File: config.mk
export PLATFORM = sky130hd
export DESIGN_NAME = if_fetch_queue_flat
export DESIGN_NICKNAME = d
export VERILOG_FILES = /design/src/rtl/if_fetch_queue_pkg.sv /design/src/rtl/if_fetch_queue_if.sv /design/src/rtl/if_fetch_queue_fetch_fifo.sv /design/src/rtl/if_fetch_queue.sv /design/src/flat_wrapper.sv
export SDC_FILE = /design/constraint.sdc
export NUM_CORES = 1
export LEC_CHECK = 0
export ABC_AREA = 1
export ABC_CLOCK_PERIOD_IN_PS = 19390
export CAP_MARGIN = 20
export CORE_UTILIZATION = 45
export DETAILED_ROUTE_END_ITERATION = 12
export GPL_TIMING_DRIVEN = 1
export PLACE_DENSITY = 0.67
export SYNTH_ARGS = -nofsm -noshare
export SYNTH_HDL_FRONTEND = slang
export SYNTH_SLANG_ARGS = --single-unit
File: constraint.sdc
create_clock -name CLK -period 19.39 [get_ports CLK]
set_input_delay 4.8475 -clock CLK [delete_from_list [all_inputs] [get_ports CLK]]
set_output_delay 4.8475 -clock CLK [all_outputs]
set_load 0.005 [all_outputs]
File: src/rtl/if_fetch_queue_pkg.sv
// rtl/if_fetch_queue_pkg.sv - shared fetch-stage types and constants
package if_fetch_queue_pkg;

    typedef enum logic [1:0] {
        ST_IDLE = 2'd0,
        ST_REQ  = 2'd1,
        ST_WAIT = 2'd2
    } fetch_state_e;

    localparam logic [31:0] NOP_INSTR        = 32'h0000_0013;
    localparam logic [31:0] DEFAULT_RESET_PC = 32'h0000_0000;

    typedef struct packed {
        logic [31:0] pc;
        logic [31:0] instr;
    } fetch_entry_t;

endpackage

File: src/rtl/if_fetch_queue_if.sv
// rtl/if_fetch_queue_if.sv - redirect, instruction-memory and IF_ID signals of the fetch queue
interface if_fetch_queue_if;
    logic        Redirect;
    logic [31:0] Target;
    logic        imem_req;
    logic [31:0] imem_addr;
    logic        imem_gnt;
    logic        imem_rvalid;
    logic [31:0] imem_rdata;
    logic        Instr_valid;
    logic [31:0] Instr;
    logic [31:0] PC;
    logic        Instr_ready;

    modport master (
        input  Redirect, Target, imem_gnt, imem_rvalid, imem_rdata, Instr_ready,
        output imem_req, imem_addr, Instr_valid, Instr, PC
    );

    modport slave (
        output Redirect, Target, imem_gnt, imem_rvalid, imem_rdata, Instr_ready,
        input  imem_req, imem_addr, Instr_valid, Instr, PC
    );
endinterface

File: src/rtl/if_fetch_queue_fetch_fifo.sv
// rtl/if_fetch_queue_fetch_fifo.sv - DEPTH x {pc, instr} queue with flush and occupancy count
module fetch_fifo
    import if_fetch_queue_pkg::*;
#(
    parameter  int DEPTH = 4,
    localparam int AW    = $clog2(DEPTH),
    localparam int CW    = AW + 1
) (
    input  logic          clk_i,
    input  logic          rst_i,
    input  logic          push_i,
    input  logic          pop_i,
    input  logic          flush_i,
    input  fetch_entry_t  wdata_i,
    output fetch_entry_t  rdata_o,
    output logic          full_o,
    output logic          empty_o,
    output logic [CW-1:0] count_o
);

    fetch_entry_t  mem_q [DEPTH];
    logic [AW-1:0] wptr_q, wptr_d, rptr_q, rptr_d;
    logic [CW-1:0] count_q, count_d;
    logic          do_push, do_pop;

    assign full_o  = (count_q == CW'(DEPTH));
    assign empty_o = (count_q == '0);
    assign count_o = count_q;
    assign rdata_o = mem_q[rptr_q];

    // A full queue still accepts a push when the head leaves in the same cycle.
    assign do_pop  = pop_i && !empty_o;
    assign do_push = push_i && (!full_o || do_pop);

    always_comb begin
        wptr_d  = wptr_q + AW'(do_push);
        rptr_d  = rptr_q + AW'(do_pop);
        count_d = count_q + CW'(do_push) - CW'(do_pop);
        if (flush_i) begin
            wptr_d  = '0;
            rptr_d  = '0;
            count_d = '0;
        end
    end

    always_ff @(posedge clk_i) begin
        if (rst_i) begin
            wptr_q  <= '0;
            rptr_q  <= '0;
            count_q <= '0;
        end else begin
            wptr_q  <= wptr_d;
            rptr_q  <= rptr_d;
            count_q <= count_d;
        end
    end

    always_ff @(posedge clk_i) begin
        if (do_push) begin
            mem_q[wptr_q] <= wdata_i;
        end
    end

endmodule

File: src/rtl/if_fetch_queue.sv
// rtl/if_fetch_queue.sv - single-outstanding instruction fetcher feeding a small queue; FETCH_BYPASS_EN adds same-cycle bypass
module if_fetch_queue
    import if_fetch_queue_pkg::*;
#(
    parameter int          DEPTH    = 4,
    parameter logic [31:0] RESET_PC = DEFAULT_RESET_PC
) (
    input logic              CLK,
    input logic              Reset,
    if_fetch_queue_if.master bus
);

    localparam int CW = $clog2(DEPTH) + 1;
    localparam logic [CW:0] DEPTH_W = (CW + 1)'(DEPTH);

    fetch_state_e  state_q, state_d;
    logic [31:0]   fpc_q, fpc_d;
    logic [31:0]   rpc_q, rpc_d;
    logic          drop_q, drop_d;

    fetch_entry_t  head, push_entry;
    logic [CW-1:0] count;
    logic [CW:0]   occ_next;
    logic          full, empty;
    logic          grant, resp_ok, bypass, push, pop;

    assign grant   = bus.imem_req && bus.imem_gnt;
    assign resp_ok = (state_q == ST_WAIT) && bus.imem_rvalid && !drop_q && !bus.Redirect;

`ifdef FETCH_BYPASS_EN
    assign bypass = empty && resp_ok;
`else
    assign bypass = 1'b0;
`endif

    // A bypassed word consumed directly by IF_ID never occupies a slot.
    assign push       = resp_ok && !(bypass && bus.Instr_ready);
    assign pop        = !empty && bus.Instr_ready && !bus.Redirect;
    assign push_entry = '{pc: rpc_q, instr: bus.imem_rdata};
    assign occ_next   = {1'b0, count} + {{CW{1'b0}}, push} - {{CW{1'b0}}, pop};

    fetch_fifo #(.DEPTH(DEPTH)) u_fifo (
        .clk_i   (CLK),
        .rst_i   (Reset),
        .push_i  (push),
        .pop_i   (pop),
        .flush_i (bus.Redirect),
        .wdata_i (push_entry),
        .rdata_o (head),
        .full_o  (full),
        .empty_o (empty),
        .count_o (count)
    );

    always_comb begin
        state_d = state_q;
        fpc_d   = fpc_q;
        rpc_d   = rpc_q;
        drop_d  = drop_q;
        if (grant) begin
            fpc_d = fpc_q + 32'd4;
            rpc_d = fpc_q;
        end
        case (state_q)
            ST_IDLE: begin
                if (bus.Redirect || !full) state_d = ST_REQ;
            end
            ST_REQ: begin
                if (grant) state_d = ST_WAIT;
            end
            ST_WAIT: begin
                if (bus.imem_rvalid) begin
                    drop_d  = 1'b0;
                    state_d = (bus.Redirect || occ_next < DEPTH_W) ? ST_REQ : ST_IDLE;
                end else if (bus.Redirect) begin
                    drop_d = 1'b1;
                end
            end
            default: state_d = ST_IDLE;
        endcase
        // A redirect racing its own grant leaves a stale word in flight.
        if (bus.Redirect) begin
            fpc_d = bus.Target & 32'hFFFF_FFFC;
            if (state_q == ST_REQ && grant) drop_d = 1'b1;
        end
    end

    always_ff @(posedge CLK) begin
        if (Reset) begin
            state_q <= ST_IDLE;
            fpc_q   <= RESET_PC;
            rpc_q   <= RESET_PC;
            drop_q  <= 1'b0;
        end else begin
            state_q <= state_d;
            fpc_q   <= fpc_d;
            rpc_q   <= rpc_d;
            drop_q  <= drop_d;
        end
    end

    assign bus.imem_req    = !Reset && (state_q == ST_REQ) && !full;
    assign bus.imem_addr   = fpc_q;
    assign bus.Instr_valid = !Reset && (!empty || bypass);
    assign bus.Instr       = Reset ? '0 : (!empty ? head.instr : (bypass ? bus.imem_rdata : '0));
    assign bus.PC          = Reset ? '0 : (!empty ? head.pc    : (bypass ? rpc_q          : '0));

endmodule

File: src/flat_wrapper.sv
// flat-port wrapper written by rule: the top's interface ports become plain ports
module if_fetch_queue_flat import if_fetch_queue_pkg::*;
#(
    parameter int          DEPTH    = 4,
    parameter logic [31:0] RESET_PC = DEFAULT_RESET_PC
)
  (CLK, Reset, bus_Redirect, bus_Target, bus_imem_gnt, bus_imem_rvalid, bus_imem_rdata, bus_Instr_ready, bus_imem_req, bus_imem_addr, bus_Instr_valid, bus_Instr, bus_PC);
  if_fetch_queue_if bus_i ();
  input logic CLK;
  input logic Reset;
  input wire logic [$bits(bus_i.Redirect)-1:0] bus_Redirect;
  input wire logic [$bits(bus_i.Target)-1:0] bus_Target;
  input wire logic [$bits(bus_i.imem_gnt)-1:0] bus_imem_gnt;
  input wire logic [$bits(bus_i.imem_rvalid)-1:0] bus_imem_rvalid;
  input wire logic [$bits(bus_i.imem_rdata)-1:0] bus_imem_rdata;
  input wire logic [$bits(bus_i.Instr_ready)-1:0] bus_Instr_ready;
  output wire logic [$bits(bus_i.imem_req)-1:0] bus_imem_req;
  output wire logic [$bits(bus_i.imem_addr)-1:0] bus_imem_addr;
  output wire logic [$bits(bus_i.Instr_valid)-1:0] bus_Instr_valid;
  output wire logic [$bits(bus_i.Instr)-1:0] bus_Instr;
  output wire logic [$bits(bus_i.PC)-1:0] bus_PC;
  assign bus_i.Redirect = bus_Redirect;
  assign bus_i.Target = bus_Target;
  assign bus_i.imem_gnt = bus_imem_gnt;
  assign bus_i.imem_rvalid = bus_imem_rvalid;
  assign bus_i.imem_rdata = bus_imem_rdata;
  assign bus_i.Instr_ready = bus_Instr_ready;
  assign bus_imem_req = bus_i.imem_req;
  assign bus_imem_addr = bus_i.imem_addr;
  assign bus_Instr_valid = bus_i.Instr_valid;
  assign bus_Instr = bus_i.Instr;
  assign bus_PC = bus_i.PC;
  if_fetch_queue #(.DEPTH(DEPTH), .RESET_PC(RESET_PC)) u_core (.CLK(CLK), .Reset(Reset), .bus(bus_i));
endmodule
; ---- After elaboration in Yosys (flattened, before gate mapping)
; Memory sizes are Yosys's and may differ from the RTL's. A register that Yosys moved wholly into a read port is not among the register bits.
; Index checks and enable logic that the tools add are counted.
; W data, S select, Z words.
[totals]
reg_bits = 74
mem_bits_rw = 256
in_bits = 70
out_inout_bits = 98
wordCells = 67
memories = 1
[op_classes]
addsub = 7
n_lt_le_gt_ge = 1
eq_ne = 6
muxes = 19
n_reduce_logical = 25
[mem_list]
columns = memory, depth, word_bits, read_ports, rd_ports_with_merged_regs, wr, line
row1 = u_core.u_fifo.mem_q, 4, 64, 1, 1, 1, if_fetch_queue_fetch_fifo.sv:21  ; fetch_entry_t mem_q [DEPTH];
[op_table]
columns = cell, n
row1 = $mux W32, 6
row2 = $add A32 B3 Y32 const B, 1
row3 = $logic_and A1 B1 Y1, 12
row4 = $mux W1, 8
row5 = $mux W2, 4
row6 = $pmux W2 S3, 1
row7 = $logic_not A1 Y1, 5
row8 = $add A2 B1 Y2, 2
row9 = $add A3 B1 Y4, 1
row10 = $lt A4 B3 Y1 const B, 1
row11 = $ne A2 B1 Y1 const B, 2
row12 = $sub A4 B1 Y4, 1
row13 = $add A3 B1 Y3, 1
row14 = $eq A3 B3 Y1 const B, 1
row15 = $logic_not A3 Y1, 1
row16 = $logic_or A1 B1 Y1, 3
row17 = $reduce_and A3 Y1, 1
row18 = $sub A3 B1 Y3, 1
row19 = $eq A2 B1 Y1 const B, 1
row20 = $eq A2 B2 Y1 const B, 1
row21 = $logic_not A2 Y1, 1
row22 = $ne A2 B2 Y1 const B, 1
row23 = $reduce_bool A2 Y1, 1
row24 = $reduce_or A2 Y1, 1

; ---- Depth between registers and ports, before layout
; Gate-level depths: netlist (run 1).
[logic_depth]
word_depth = 11
mapped_depth = 13
depth_no_buf = 13

; ---- Modules after synthesis
; A second synthesis (run 1) with hierarchy kept.
[unflattened]
hier_cells = 1485
hier_area_um2 = 14400.1
[modules_own_cells]
columns = module, instances, cells_each, area_each_um2, seq_area_each_um2
row1 = fetch_fifo, 1, 802, 10369.9, 7827.5
row2 = if_fetch_queue, 1, 683, 4030.1, 1261.2

; ---- Least setup slack after synthesis (run 1)
; OpenSTA, ideal clock, no wires.
[synth_path]
path_type = input to output
start = input Reset
end = output bus_Instr[0]
t_arrival_ns = 5.609
required_ns = 14.542
path_slack_ns = 8.934
path_stages = 5
n_path_buf = 2
cell_sequence = buf_2 nor2_1 inv_2 clkbuf_1 a21oi_1
[synth_via]
elab_chain_cells = 1
[synth_lines]
columns = element, line
row1 = start: declaration, flat_wrapper.sv:10  ; input logic Reset;
row2 = $mux W32, if_fetch_queue.sv:105  ; assign bus.Instr = Reset ? '0 : (!empty ? head.instr : (bypass ? bus.imem_rdata : '0));
row3 = end: declaration, flat_wrapper.sv:20  ; output wire logic [$bits(bus_i.Instr)-1:0] bus_Instr;
; No other way between the ends.

; ---- Final worst setup path (run 1)
[layout_path]
start = input Reset
end = output bus_PC[15]
[layout_via]
elab_chain_cells = 1
[layout_lines]
columns = element, line
row1 = $mux W32, if_fetch_queue.sv:106  ; assign bus.PC = Reset ? '0 : (!empty ? head.pc : (bypass ? rpc_q : '0));
row2 = end: declaration, flat_wrapper.sv:21  ; output wire logic [$bits(bus_i.PC)-1:0] bus_PC;
; No other way between the ends.

==> summary.txt, run 1 <==
Clocking
  – Clock Path Buffers: 3
  – Cts hold-fix bufs: 0
  – Post-CTS resize count: 0
  – CTS root buffer: clkbuf_16
  – Clk sink count: 318
  – CTS HTree Levels: 2
  – Setup repair bufs after CTS: 0
  – Worst-skew pair later-pin latency: 500 ps
  – CTS clk-pin slew, worst paths: 60 ps
  – Num CTS Buffers: 34
  – CTS tree: done

Setup path
  – Critical Path AT: 7210 ps
  – Crit path launch: Reset
  – R2r endpoint: u_core.u_fifo.mem_q[0][7]
  – Reg2reg start: u_core.u_fifo.count_o[1]
  – Crit. End Element: output pin
  – CP Launch Type: input port
  – Critical path class: in -> out
  – Critical path fanouts, max: 62
  – CP endpoint: bus_PC[15]
  – CP required: 14540 ps
  – Reg2Reg Setup Slack: 17000 ps
  – FF-to-FF path depth: 7

Placed design
  – DP Wirelength: 18.3 mm
  – Final Wtd Congestion: 0.863
  – IO Port Bufs: 161
  – Post-Place Worst Slack: 7320 ps

Route
  – Starting DRT DRC Count: 774
  – Total wire length: 31.0 mm
  – TritonRoute pass-1 iters: 5
  – Residual DRC count: 0
  – Vias/cell: 5.18
  – WL/cell: 16.8 um
  – Routed vias: 9572
  – Antenna-violating nets left: 0

Power
  – Leakage: 5.65 nW
  – Power Dens Cells: 88.5 mW/mm2
  – Maximum VDD drop: 0.0000581 V

Synth
  – Sequential area share after synthesis: 66.5%
  – Ys async rst share: 0%
  – Synth warn: 0
  – Cell Area, Synth: 0.0133 mm2
  – Post-synth top flop: edfxtp_1
  – Synth Register Bits: 318
  – Syn avg cell area: 10.3 um2
  – Cell taking the most area after synthesis: edfxtp_1
  – Post-synth top area share: 56.0%
  – Count of different cell masters after synthesis: 36
  – Post-synth EDFFs: 248
  – Synth Instances: 1294
  – Dominant cells by area after synthesis: edfxtp_1, dfxtp_1, nor2_1

Final layout
  – Nets: 1517
  – P&R area growth vs syn: 22.5%
  – Most common library cell in the layout ignoring fill and taps: nor2_1
  – Most frequent cells in the layout: nor2_1, edfxtp_1, o21ai_0
  – Antenna fix cells: 0
  – Layout cells sized above 1: 6.15%

STA
  – Setup TNS: 0 ps
  – RSZ-0062 raised after global routing: false
  – Tmin final: 12060 ps
  – Least-Margin Pin Slew: 980 ps
  – Fin crit share: 62.2%
  – WHS: 506 ps
  – Post-route setup slack: 7330 ps
  – Final hold vios: 0
  – Final setup vio count: 0
  – Peak Freq: 82.9 MHz
  – Worst Skew: 11.4 ps
  – Max transition margin: 34.7%
  – Slew Viols, Final: 0

Global route
  – Antenna violations before repair: 0
  – First-pass GRT wire length: 49.3 mm
  – GR Overflow Total: 0
  – Vias in the first global route: 9388
  – Largest net degree at the start of global routing: 83
  – Tot GR Track Use: 20.7%

Floorplan
  – Die X: 174 um
  – IO Pins: 168
  – Die Y: 174 um
  – Starting density of the core: 46.1%
  – # rows: 62
  – Core area: 0.0289 mm2
  – Area of the die: 0.0302 mm2

Status
  – Status: finished, final reports clean

Job
  – Max-Cap Viols: 0

Worst hold path
  – Hold Crit Class: reg -> reg
==> worst min path at each step <==
stage | cells after the start | slack [ps] | startpoint | to
after floorplan | 0 | 460 | u_core.rpc_q[2] | u_core.u_fifo.mem_q[0][34]
after global placement | 0 | 480 | u_core.rpc_q[29] | u_core.u_fifo.mem_q[0][61]
after detailed placement | 0 | 490 | u_core.rpc_q[29] | u_core.u_fifo.mem_q[0][61]
after CTS | 0 | 500 | u_core.rpc_q[7] | u_core.u_fifo.mem_q[0][39]
after global routing | 0 | 520 | u_core.rpc_q[22] | u_core.u_fifo.mem_q[0][54]
final | 2 | 510 | u_core.rpc_q[7] | u_core.rpc_q[7]
==> stage by stage <==
step	utilization, %	instances	total power [mW]	instance area [um2]
after detailed placement	52.6	1786	0.821	15200
final	56.5	1847	1.44	16300
after global placement	52.6	1786	0.820	15200
after global routing	56.5	1847	1.49	16300
after CTS	56.5	1847	1.45	16300
after floorplan	-	1297	0.788	13300
==> worst max-delay path, stage by stage <==
cell and delay [ps]:
clkdlybuf4s50_1 460, buf_4 350, nor2_1 150, inv_2 60, buf_4 600, a21oi_1 210
clkdlybuf4s50_1 510
==> state kept, by name, indices dropped and copies added, names as in the netlist <==
| register | cells |
|---|---|
| u_core.state_q | 2 |
| u_core.u_fifo.rptr_q | 2 |
| u_core.u_fifo.wptr_q | 2 |
| u_core.u_fifo.count_o | 3 |
| u_core.bus.imem_addr | 30 |
| u_core.u_fifo.mem_q | 248 |
| u_core.drop_q | 1 |
| u_core.rpc_q | 30 |
==> cells in the mapped netlist (all sizes together), types with 3 or more instances <==
master,number
a21oi,90
a31oi,6
and2,3
buf,34
clkbuf,36
dfxtp,70
edfxtp,248
ha,8
inv,72
nand2,155
nand3,57
nor2,314
nor3,7
o21ai,172
xnor2,4
xor2,11
==> layer usage <==
layer / GRT usage, % / share of wire (%)
met5: 0 / 0
met4: 5.92 / 2.1
met3: 3.37 / 6.3
met2: 33.9 / 47
met1: 28.5 / 45
==> power by group <==
group | leakage [nW] | internal (mW) | switching [mW] | total [mW]
Combinational | 2.27 | 0.0277 | 0.0295 | 0.0572
Clock | 0.543 | 0.380 | 0.254 | 0.634
Sequential | 2.83 | 0.740 | 0.0100 | 0.750
==> logic make-up (layout without fill, tap and decap cells) <==
kind of cell | count (synthesis) | in the layout | synth area share (%)
xor+xnor | 15 | 15 | 0.988
fa+ha+maj | 9 | 9 | 0.903
flops | 318 | 318 | 66.5
compound gates | 270 | 270 | 10.3
buf+inv | 143 | 309 | 4.65
simple gates | 538 | 538 | 16.6
other cells | 1 | 4 | 0.0282
==> layout make-up <==
| type | instances | area [um2] |
|---|---|---|
| Clock buffer | 44 | 972 |
| Multi-Input combinational cell | 836 | 3860 |
| Timing Repair Buffer | 175 | 1720 |
| Sequential cell | 318 | 8850 |
| Tap cell | 384 | 480 |
| Inverter | 73 | 275 |
| Fill cell | 2421 | 12600 |
| Clock inverter | 17 | 133 |
Note: power is estimated with default switching activity, not from simulation.
==> run 2: changes to the inputs <==
--- a/config.mk
+++ b/config.mk
@@ -6,7 +6,7 @@
 export NUM_CORES = 1
 export LEC_CHECK = 0
 export ABC_AREA = 1
-export ABC_CLOCK_PERIOD_IN_PS = 19390
+export ABC_CLOCK_PERIOD_IN_PS = 11720
 export CAP_MARGIN = 20
 export CORE_UTILIZATION = 45
 export DETAILED_ROUTE_END_ITERATION = 12
==> constraint.sdc (replaced) <==
create_clock -name CLK -period 11.72 [get_ports CLK]
set_input_delay 2.93 -clock CLK [delete_from_list [all_inputs] [get_ports CLK]]
set_output_delay 2.93 -clock CLK [all_outputs]
set_load 0.005 [all_outputs]
==> run 2 against run 1 <==
Effect of this change:
- core utilization fell by 0.47 points
- worst hold slack improved by 4.4 ps
- highest routed layer unchanged
- sequential share of layout area rose by 0.45 points
- register-to-register slack got worse by 7700 ps
- die area did not move
- critical path depth did not move
- sequential cell count did not move
- setup slack got worse by 3800 ps
- count of clock-buffer cells in the layout fell by 1
- global-route usage fell by 0.75 points
- via count fell by 0.66%
==> summary.txt, run 2 (synthesized netlist as in run 1, its figures left out) <==
Setup path
  – Crit-path slowest cell: buf_4
  – Worst-path cell chain: clkdlybuf4s50_1 > buf_4 > nor2_1 > inv_2 > buf_4 > a21oi_1 > clkdlybuf4s50_1
  – Reg2reg start: u_core.u_fifo.count_o[1]
  – CP endpoint: bus_PC[18]
  – Critical path class: in -> out
  – CP Launch Type: input port
  – Critical path fanouts, max: 62
  – Reg2Reg Setup Slack: 9290 ps
  – Crit. End Element: output pin
  – R2r endpoint: u_core.u_fifo.mem_q[2][57]
  – FF-to-FF path depth: 7
  – Critical Path AT: 5300 ps
  – CP required: 8790 ps
  – CP max stage delay: 590 ps
  – Crit path launch: Reset

Power
  – Leakage: 5.58 nW
  – Power Dens Cells: 141 mW/mm2
  – Maximum VDD drop: 0.000129 V
  – Pwr Total: 2.28 mW

Clocking
  – Clk sink count: 318
  – Num CTS Buffers: 31
  – CTS tree: done
  – CTS clk-pin slew, worst paths: 60 ps
  – CTS HTree Levels: 1
  – Setup repair bufs after CTS: 0
  – CTS root buffer: clkbuf_16
  – Clock Path Buffers: 3
  – Cts hold-fix bufs: 0
  – Post-CTS resize count: 0
  – Worst-skew pair later-pin latency: 540 ps

Floorplan
  – # rows: 62
  – Die Y: 174 um
  – IO Pins: 168
  – Core area: 0.0289 mm2
  – Area of the die: 0.0302 mm2
  – Die X: 174 um
  – Starting density of the core: 46.1%

STA
  – RSZ-0062 raised after global routing: false
  – Least-Margin Pin Slew: 1010 ps
  – Slew Viols, Final: 0
  – Peak Freq: 121 MHz
  – Final hold vios: 0
  – Max transition margin: 32.5%
  – Worst Skew: 10.1 ps
  – Tmin final: 8230 ps
  – Final setup vio count: 0
  – Setup TNS: 0 ps
  – WHS: 510 ps
  – Fin crit share: 70.2%

Final layout
  – Fillers: 2467
  – Most common library cell in the layout ignoring fill and taps: nor2_1
  – Biggest register: u_core.u_fifo.mem_q
  – P&R area growth vs syn: 21.5%
  – Most frequent cells in the layout: nor2_1, edfxtp_1, o21ai_0
  – Antenna fix cells: 0
  – Layout cells sized above 1: 5.97%
  – Max FFs per register: 248
  – Nets: 1513

Global route
  – GR Overflow Total: 0
  – Largest net degree at the start of global routing: 85
  – Vias in the first global route: 9200
  – First-pass GRT wire length: 47.9 mm
  – Antenna violations before repair: 0
  – Tot GR Track Use: 19.9%

Job
  – Max-Cap Viols: 0

Status
  – Status: finished, final reports clean

Route
  – Starting DRT DRC Count: 714
  – WL/cell: 16.6 um
  – Routed vias: 9509
  – TritonRoute pass-1 iters: 5
  – Residual DRC count: 0
  – Total wire length: 30.5 mm
  – Antenna-violating nets left: 0
  – Vias/cell: 5.16

Placed design
  – IO Port Bufs: 161
  – Final Wtd Congestion: 0.866
  – DP Wirelength: 17.8 mm

Worst hold path
  – Hold Crit Class: reg -> reg
==> run 2: how the worst min path moves through the flow <==
stage / slack [ps] / cells past startpoint / startpoint / endpoint
after floorplan: 460 / 0 / u_core.rpc_q[2] / u_core.u_fifo.mem_q[0][34]
after global placement: 480 / 0 / u_core.rpc_q[29] / u_core.u_fifo.mem_q[2][61]
after detailed placement: 490 / 0 / u_core.rpc_q[17] / u_core.u_fifo.mem_q[1][49]
after CTS: 510 / 0 / u_core.rpc_q[29] / u_core.u_fifo.mem_q[1][61]
after global routing: 530 / 0 / u_core.rpc_q[30] / u_core.u_fifo.mem_q[1][62]
final: 510 / 0 / u_core.rpc_q[15] / u_core.u_fifo.mem_q[2][47]
==> run 2: power by group <==
| group | switching, mW | internal [mW] |
|---|---|---|
| sequential | 0.0167 | 1.22 |
| clock | 0.397 | 0.543 |
| combinational | 0.0484 | 0.0458 |
==> run 2: final cells by class <==
class	instances	area, um2	area share [%]
clock buffer	43	881	5.45
clock inverter	14	96.3	0.596
inverter	73	275	1.70
multi-input combinational	836	3860	23.9
sequential	318	8850	54.8
tap	384	480	2.97
timing repair buffer	174	1710	10.6
==> run 2: critical path, delay by kind of cell <==
kind | cells | cell delay, ps
AOI/OAI and AO/OA | 1 | 180
buffers and inverters | 5 | 1960
and+or+nand+nor | 1 | 150
==> run 2: through the flow <==
stage                     cell area [um2]  cells  utilization (%)  setup slack [ps]
after floorplan                     13300   1297                -              3570
after global placement              15200   1785             52.6              3500
after detailed placement            15200   1785             52.6              3500
after CTS                           16200   1842             56.0              3470
after global routing                16200   1842             56.0              3370
final                               16200   1842             56.0              3490
==> run 2: routing by layer <==
layer | up-vias | part of all wire, % | track usage [%]
li1 | 4675 | - | -
met1 | 4473 | 46 | 27.4
met2 | 322 | 47 | 33.4
met3 | 39 | 6.4 | 2.95
met4 | 0 | 1.4 | 4.71
met5 | - | 0 | 0
